<file path="src/rtl/cursor_controller.sv">
// Chess-board cursor, piece selection and move-request handshake.
// Optional build macro CURSOR_WRAP_EN: cursor wraps modulo 8 per axis instead of saturating.
module cursor_controller (
    input  logic         CLK,
    input  logic         RESET,
    input  logic         BTN_UP,
    input  logic         BTN_DOWN,
    input  logic         BTN_LEFT,
    input  logic         BTN_RIGHT,
    input  logic         BTN_CENTER,
    input  logic [255:0] BOARD,
    input  logic         MOVE_READY,
    input  logic         MOVE_OK,
    output logic [5:0]   CURSOR_ADDR,
    output logic [5:0]   SELECT_ADDR,
    output logic         SELECT_EN,
    output logic         MOVE_VALID,
    output logic [5:0]   MOVE_FROM,
    output logic [5:0]   MOVE_TO,
    output logic         TURN
);

    typedef enum logic [1:0] {
        ST_IDLE   = 2'd0,
        ST_PICKED = 2'd1,
        ST_REQ    = 2'd2
    } state_t;

    state_t      state_q, state_d;
    logic [4:0]  btn_prev_q, btn_prev_d;
    logic [2:0]  row_q, row_d;
    logic [2:0]  col_q, col_d;
    logic [5:0]  sel_addr_q, sel_addr_d;
    logic        sel_en_q, sel_en_d;
    logic        move_valid_q, move_valid_d;
    logic [5:0]  move_from_q, move_from_d;
    logic [5:0]  move_to_q, move_to_d;
    logic        turn_q, turn_d;

    logic [4:0]  btn_s;
    logic [4:0]  btn_edge_s;
    logic [5:0]  cursor_s;
    logic [3:0]  square_s;
    logic        own_piece_s;

    function automatic logic [2:0] dec3(input logic [2:0] v);
`ifdef CURSOR_WRAP_EN
        dec3 = v - 3'd1;
`else
        dec3 = (v == 3'd0) ? v : v - 3'd1;
`endif
    endfunction

    function automatic logic [2:0] inc3(input logic [2:0] v);
`ifdef CURSOR_WRAP_EN
        inc3 = v + 3'd1;
`else
        inc3 = (v == 3'd7) ? v : v + 3'd1;
`endif
    endfunction

    // Bit order encodes action priority: CENTER, UP, DOWN, LEFT, RIGHT.
    assign btn_s       = {BTN_CENTER, BTN_UP, BTN_DOWN, BTN_LEFT, BTN_RIGHT};
    assign btn_edge_s  = btn_s & ~btn_prev_q;
    assign cursor_s    = {row_q, col_q};
    assign square_s    = BOARD[{cursor_s, 2'b00} +: 4];
    assign own_piece_s = (square_s[2:0] != 3'd0) && (square_s[3] == turn_q);

    // Next-state and next-output logic for cursor, selection and handshake.
    always_comb begin
        state_d      = state_q;
        btn_prev_d   = btn_s;
        row_d        = row_q;
        col_d        = col_q;
        sel_addr_d   = sel_addr_q;
        sel_en_d     = sel_en_q;
        move_valid_d = move_valid_q;
        move_from_d  = move_from_q;
        move_to_d    = move_to_q;
        turn_d       = turn_q;
        case (state_q)
            ST_REQ: begin
                if (MOVE_READY) begin
                    move_valid_d = 1'b0;
                    if (MOVE_OK) begin
                        turn_d   = ~turn_q;
                        sel_en_d = 1'b0;
                        state_d  = ST_IDLE;
                    end else begin
                        state_d  = ST_PICKED;
                    end
                end else begin
                    move_valid_d = 1'b1;
                end
            end
            ST_IDLE, ST_PICKED: begin
                if (btn_edge_s[4]) begin
                    if (state_q == ST_IDLE) begin
                        if (own_piece_s) begin
                            sel_addr_d = cursor_s;
                            sel_en_d   = 1'b1;
                            state_d    = ST_PICKED;
                        end else begin
                            state_d    = ST_IDLE;
                        end
                    end else if (cursor_s == sel_addr_q) begin
                        sel_en_d = 1'b0;
                        state_d  = ST_IDLE;
                    end else if (own_piece_s) begin
                        sel_addr_d = cursor_s;
                    end else begin
                        move_from_d  = sel_addr_q;
                        move_to_d    = cursor_s;
                        move_valid_d = 1'b1;
                        state_d      = ST_REQ;
                    end
                end else if (btn_edge_s[3]) begin
                    row_d = dec3(row_q);
                end else if (btn_edge_s[2]) begin
                    row_d = inc3(row_q);
                end else if (btn_edge_s[1]) begin
                    col_d = dec3(col_q);
                end else if (btn_edge_s[0]) begin
                    col_d = inc3(col_q);
                end else begin
                    row_d = row_q;
                end
            end
            default: begin
                state_d      = ST_IDLE;
                sel_en_d     = 1'b0;
                move_valid_d = 1'b0;
            end
        endcase
    end

    // State and output registers; button history resets high so held buttons give no edge.
    always_ff @(posedge CLK or negedge RESET) begin
        if (!RESET) begin
            state_q      <= ST_IDLE;
            btn_prev_q   <= 5'b11111;
            row_q        <= 3'd6;
            col_q        <= 3'd4;
            sel_addr_q   <= 6'd0;
            sel_en_q     <= 1'b0;
            move_valid_q <= 1'b0;
            move_from_q  <= 6'd0;
            move_to_q    <= 6'd0;
            turn_q       <= 1'b0;
        end else begin
            state_q      <= state_d;
            btn_prev_q   <= btn_prev_d;
            row_q        <= row_d;
            col_q        <= col_d;
            sel_addr_q   <= sel_addr_d;
            sel_en_q     <= sel_en_d;
            move_valid_q <= move_valid_d;
            move_from_q  <= move_from_d;
            move_to_q    <= move_to_d;
            turn_q       <= turn_d;
        end
    end

    assign CURSOR_ADDR = cursor_s;
    assign SELECT_ADDR = sel_addr_q;
    assign SELECT_EN   = sel_en_q;
    assign MOVE_VALID  = move_valid_q;
    assign MOVE_FROM   = move_from_q;
    assign MOVE_TO     = move_to_q;
    assign TURN        = turn_q;

endmodule
</file>
<file path="config.mk">
export PLATFORM = sky130hd
export DESIGN_NAME = cursor_controller
export DESIGN_NICKNAME = d
export VERILOG_FILES = /design/src/rtl/cursor_controller.sv
export SDC_FILE = /design/constraint.sdc
export NUM_CORES = 1
export LEC_CHECK = 0
export CORE_AREA = 2 2 113 115
export CTS_CLUSTER_SIZE = 14
export DETAILED_ROUTE_END_ITERATION = 8
export DIE_AREA = 0 0 115 117
export GPL_TIMING_DRIVEN = 1
export PLACE_DENSITY = 0.7
export SYNTH_ARGS = -nofsm -noshare
export SYNTH_HDL_FRONTEND = slang
export SYNTH_SLANG_ARGS = --single-unit
</file>
<file path="constraint.sdc">
create_clock -name CLK -period 3.2 [get_ports CLK]
set_clock_uncertainty 0.2 [all_clocks]
set_input_delay 0.64 -clock CLK [delete_from_list [all_inputs] [get_ports CLK]]
set_output_delay 0.64 -clock CLK [all_outputs]
set_load 0.01 [all_outputs]
</file>
==> impl_metrics.yaml <==
status:
  outcome: "finished clean"
setup_path:
  worst_setup_path_start_kind: "input port"
  crit_buf_inv: 2
  slowest_delay_ns: 0.53
  crit_family: "multiplexers"
  regToRegStartpoint: "col_q[1]"
  crit_type: "in -> reg"
  worstRegToRegCells: 9
  crit_start: "BOARD[188]"
  worst-endpoint-arrival_ns: 3.11
  required_ns: 3.16
  crit_cells: 9
  cp_slowest_cell: "mux4_2"
  cp_max_fo: 7
  end_kind: "flip-flop"
  crit_chain: "clkdlybuf4s50_1 -> nor3_2 -> a21oi_2 -> mux4_2 -> a221oi_4 -> a211oi_4 -> a31oi_4 -> buf_12 -> mux2_4"
timing:
  timing.fmax_ghz: 0.3171
  setup_viol: 0
  slew_viol_final: 0
  maxSlewHeadroom_pct: 65.49
  setup_ws_ns: 0.04658
  holdWs_ns: 0.3097
  period_share_pct: 98.54
  worstMarginPinSlew_ns: 0.5104
  period_needed_ns: 3.153
  hold_viol_final: 0
logic_synthesis:
  yosysSeqAreaShare_pct: 26.78
  synth_top_area_share_pct: 20.24
  synth_warnings: 0
  synth_fp_nets: 577
  synth_edf_count: 0
  ys_types: 62
  syn_avg_cell_area_sq_um: 10.37
  synth_area_leaders: "dfrtp_1 20%, mux4_2 16%, dfstp_2 6.5%"
  synthArstFlopShare_pct: 100.0
  ys.flop_type: "dfrtp_1"
  synth_cells: 310
  ys_seq_elements: 34
  syn_area_sq_um: 3214
  yosysTopAreaCell: "dfrtp_1"
clocking:
  clkLatencyLatePin_ns: 0.28
  cts_sinks: 34
  h-tree-depth: 2
  cts_buffer_depth: 2
  cts_root_buf: "clkbuf_16"
  cts_hold_buf: 0
  cts_tree: "yes"
  clk_pin_slew_ns: 0.05
  numCtsBuffers: 5
grt:
  grt_pass1_vias: 4235
  grt.overflow.total: 0
  grt_max_degree: 35
  grtUsageTotal_pct: 23.01
  grt_antenna_before_repair: 2
  grt_pass1_wl_microns: 23430
detailed_routing:
  drt_iter0_drc: 203
  avgRoutedWirePerCell_microns: 20.88
  postRouteAntennaNets: 0
  vias: 3927
  dr.pass1.iters: 4
  vias_per_cell: 5.167
  routed_wl_microns: 15870
  drc: 0
pwr:
  ir_drop_uv: 309.9
  switching_share_pct: 40.03
  switching_power_mw: 1.766
  comb_power_share_pct: 67.6
  pwr-share-clk_pct: 12.2
  total_power_mw: 4.412
  leakagePower_nw: 2.524
  intPower_mw: 2.646
  powerDensity_nw_per_um2: 654.2
  pwr-share-seq_pct: 20.2
die:
  coreArea_sq_um: 12310
  die_area_sq_um: 13460
  io_pins: 292
  num_rows: 41
  fp.dieW_microns: 115
  start_util_pct: 26.11
  fp.dieH_microns: 117
final_layout:
  fillers: 1088
  drive_above_1_share_pct: 18.72
  syn_to_final_growth_pct: 109.8
  stdcell_area_sq_um: 6744
  final_common_cell: "clkdlybuf4s50_1"
  post-route-util_pct: 54.78
  final_cell_mix: "279 x clkdlybuf4s50_1, 24 x dfrtp_1, 24 x nor3_1"
  fin_nets: 875
place:
  pre_cts_ws_ns: -0.4380
  finalWeightedCongestion: 0.8143
  postPlaceCellArea_sq_um: 6327
  port_buffers: 291
  dp_hpwl_microns: 13200
hold_path:
  min_path_type: "reg -> reg"
  min_from: "MOVE_FROM[1]"
  hold_depth: 1
flow_run:
  cap_violations: 0
## sequential cells by signal, summed over array words and instances (netlist names)
name         flops
col_q            3
MOVE_TO          6
MOVE_VALID       1
SELECT_EN        1
TURN             1
state_q          2
MOVE_FROM        6
btn_prev_q       5
row_q            3
SELECT_ADDR      6
## kinds of logic (layout without fill, tap and decap cells)
logic type | after synthesis | count (layout) | synth area share (%)
buf+inv | 34 | 333 | 8.213
simple gates | 118 | 118 | 20.71
compound gates | 66 | 66 | 14.91
mux | 45 | 45 | 25.15
xor+xnor | 11 | 11 | 2.998
flops | 34 | 34 | 26.78
other cells | 0 | 1 | 0
fa+ha+maj | 2 | 2 | 1.246
## power by group through the flow
stage | Clock, mW | Sequential (mW) | Combinational, mW
after floorplan | 0 | 0.841 | 1.69
after global placement | 0 | 0.885 | 2.77
after detailed placement | 0 | 0.890 | 2.82
after CTS | 0.544 | 0.889 | 2.94
after global routing | 0.571 | 0.923 | 3.22
final | 0.538 | 0.891 | 2.98
## metrics by stage
stage | setup TNS, ns | std cells
floorplan | 0 | 310
global placement | -6.320 | 750
detailed placement | -6.634 | 750
CTS | 0 | 759
global route | -0.05436 | 759
finish | 0 | 760
## Yosys cell counts (all sizes together), types with 3 or more instances
master  number
mux4        24
buf         18
a31oi        3
or4          4
clkbuf       5
nor3        30
xnor2        9
nand3        4
o21ai        8
a22oi        3
a21oi       20
a211oi       9
nor4        22
nor2b        7
dfstp        8
nor4b        6
nand2b       3
nand2       19
mux2        19
nor2        13
inv         10
o211ai       3
dfrtp       26
## metal layers
layer | part of all wire (%) | track usage, %
met3 | 9.2 | 5.870
met5 | 0.063 | 0
met4 | 0.91 | 3.213
met2 | 50 | 41.96
met1 | 40 | 28.08
## final timing paths
path                           endpoint  slack [ns]
setup / recovery             MOVE_TO[0]        0.05
hold / removal             MOVE_FROM[1]        0.31
setup reg to reg             MOVE_TO[0]        0.09
hold reg to reg            MOVE_FROM[1]        0.31
max in group asynchronous      row_q[2]        1.89
min in group asynchronous  MOVE_FROM[3]        0.57
## area by class of cell
cell class	instances	area, sq um	area share, %
Clock buffer	7	132.6	1.967
Antenna cell	1	2.502	0.03711
Inverter	11	46.29	0.6865
Clock inverter	1	30.03	0.4453
Multi-Input combinational cell	242	2287	33.91
Sequential cell	34	863.3	12.80
Tap cell	150	187.7	2.783
Timing Repair Buffer	314	3194	47.37
## what timing repair did
action,4_1_cts,5_1_grt
gates cloned,1,0
pin swaps,10,16
resized for setup,14,32
buffers inserted,2,0
endpoints found under the setup margin,12,18
No activity file was read; power rests on OpenSTA's default activity.
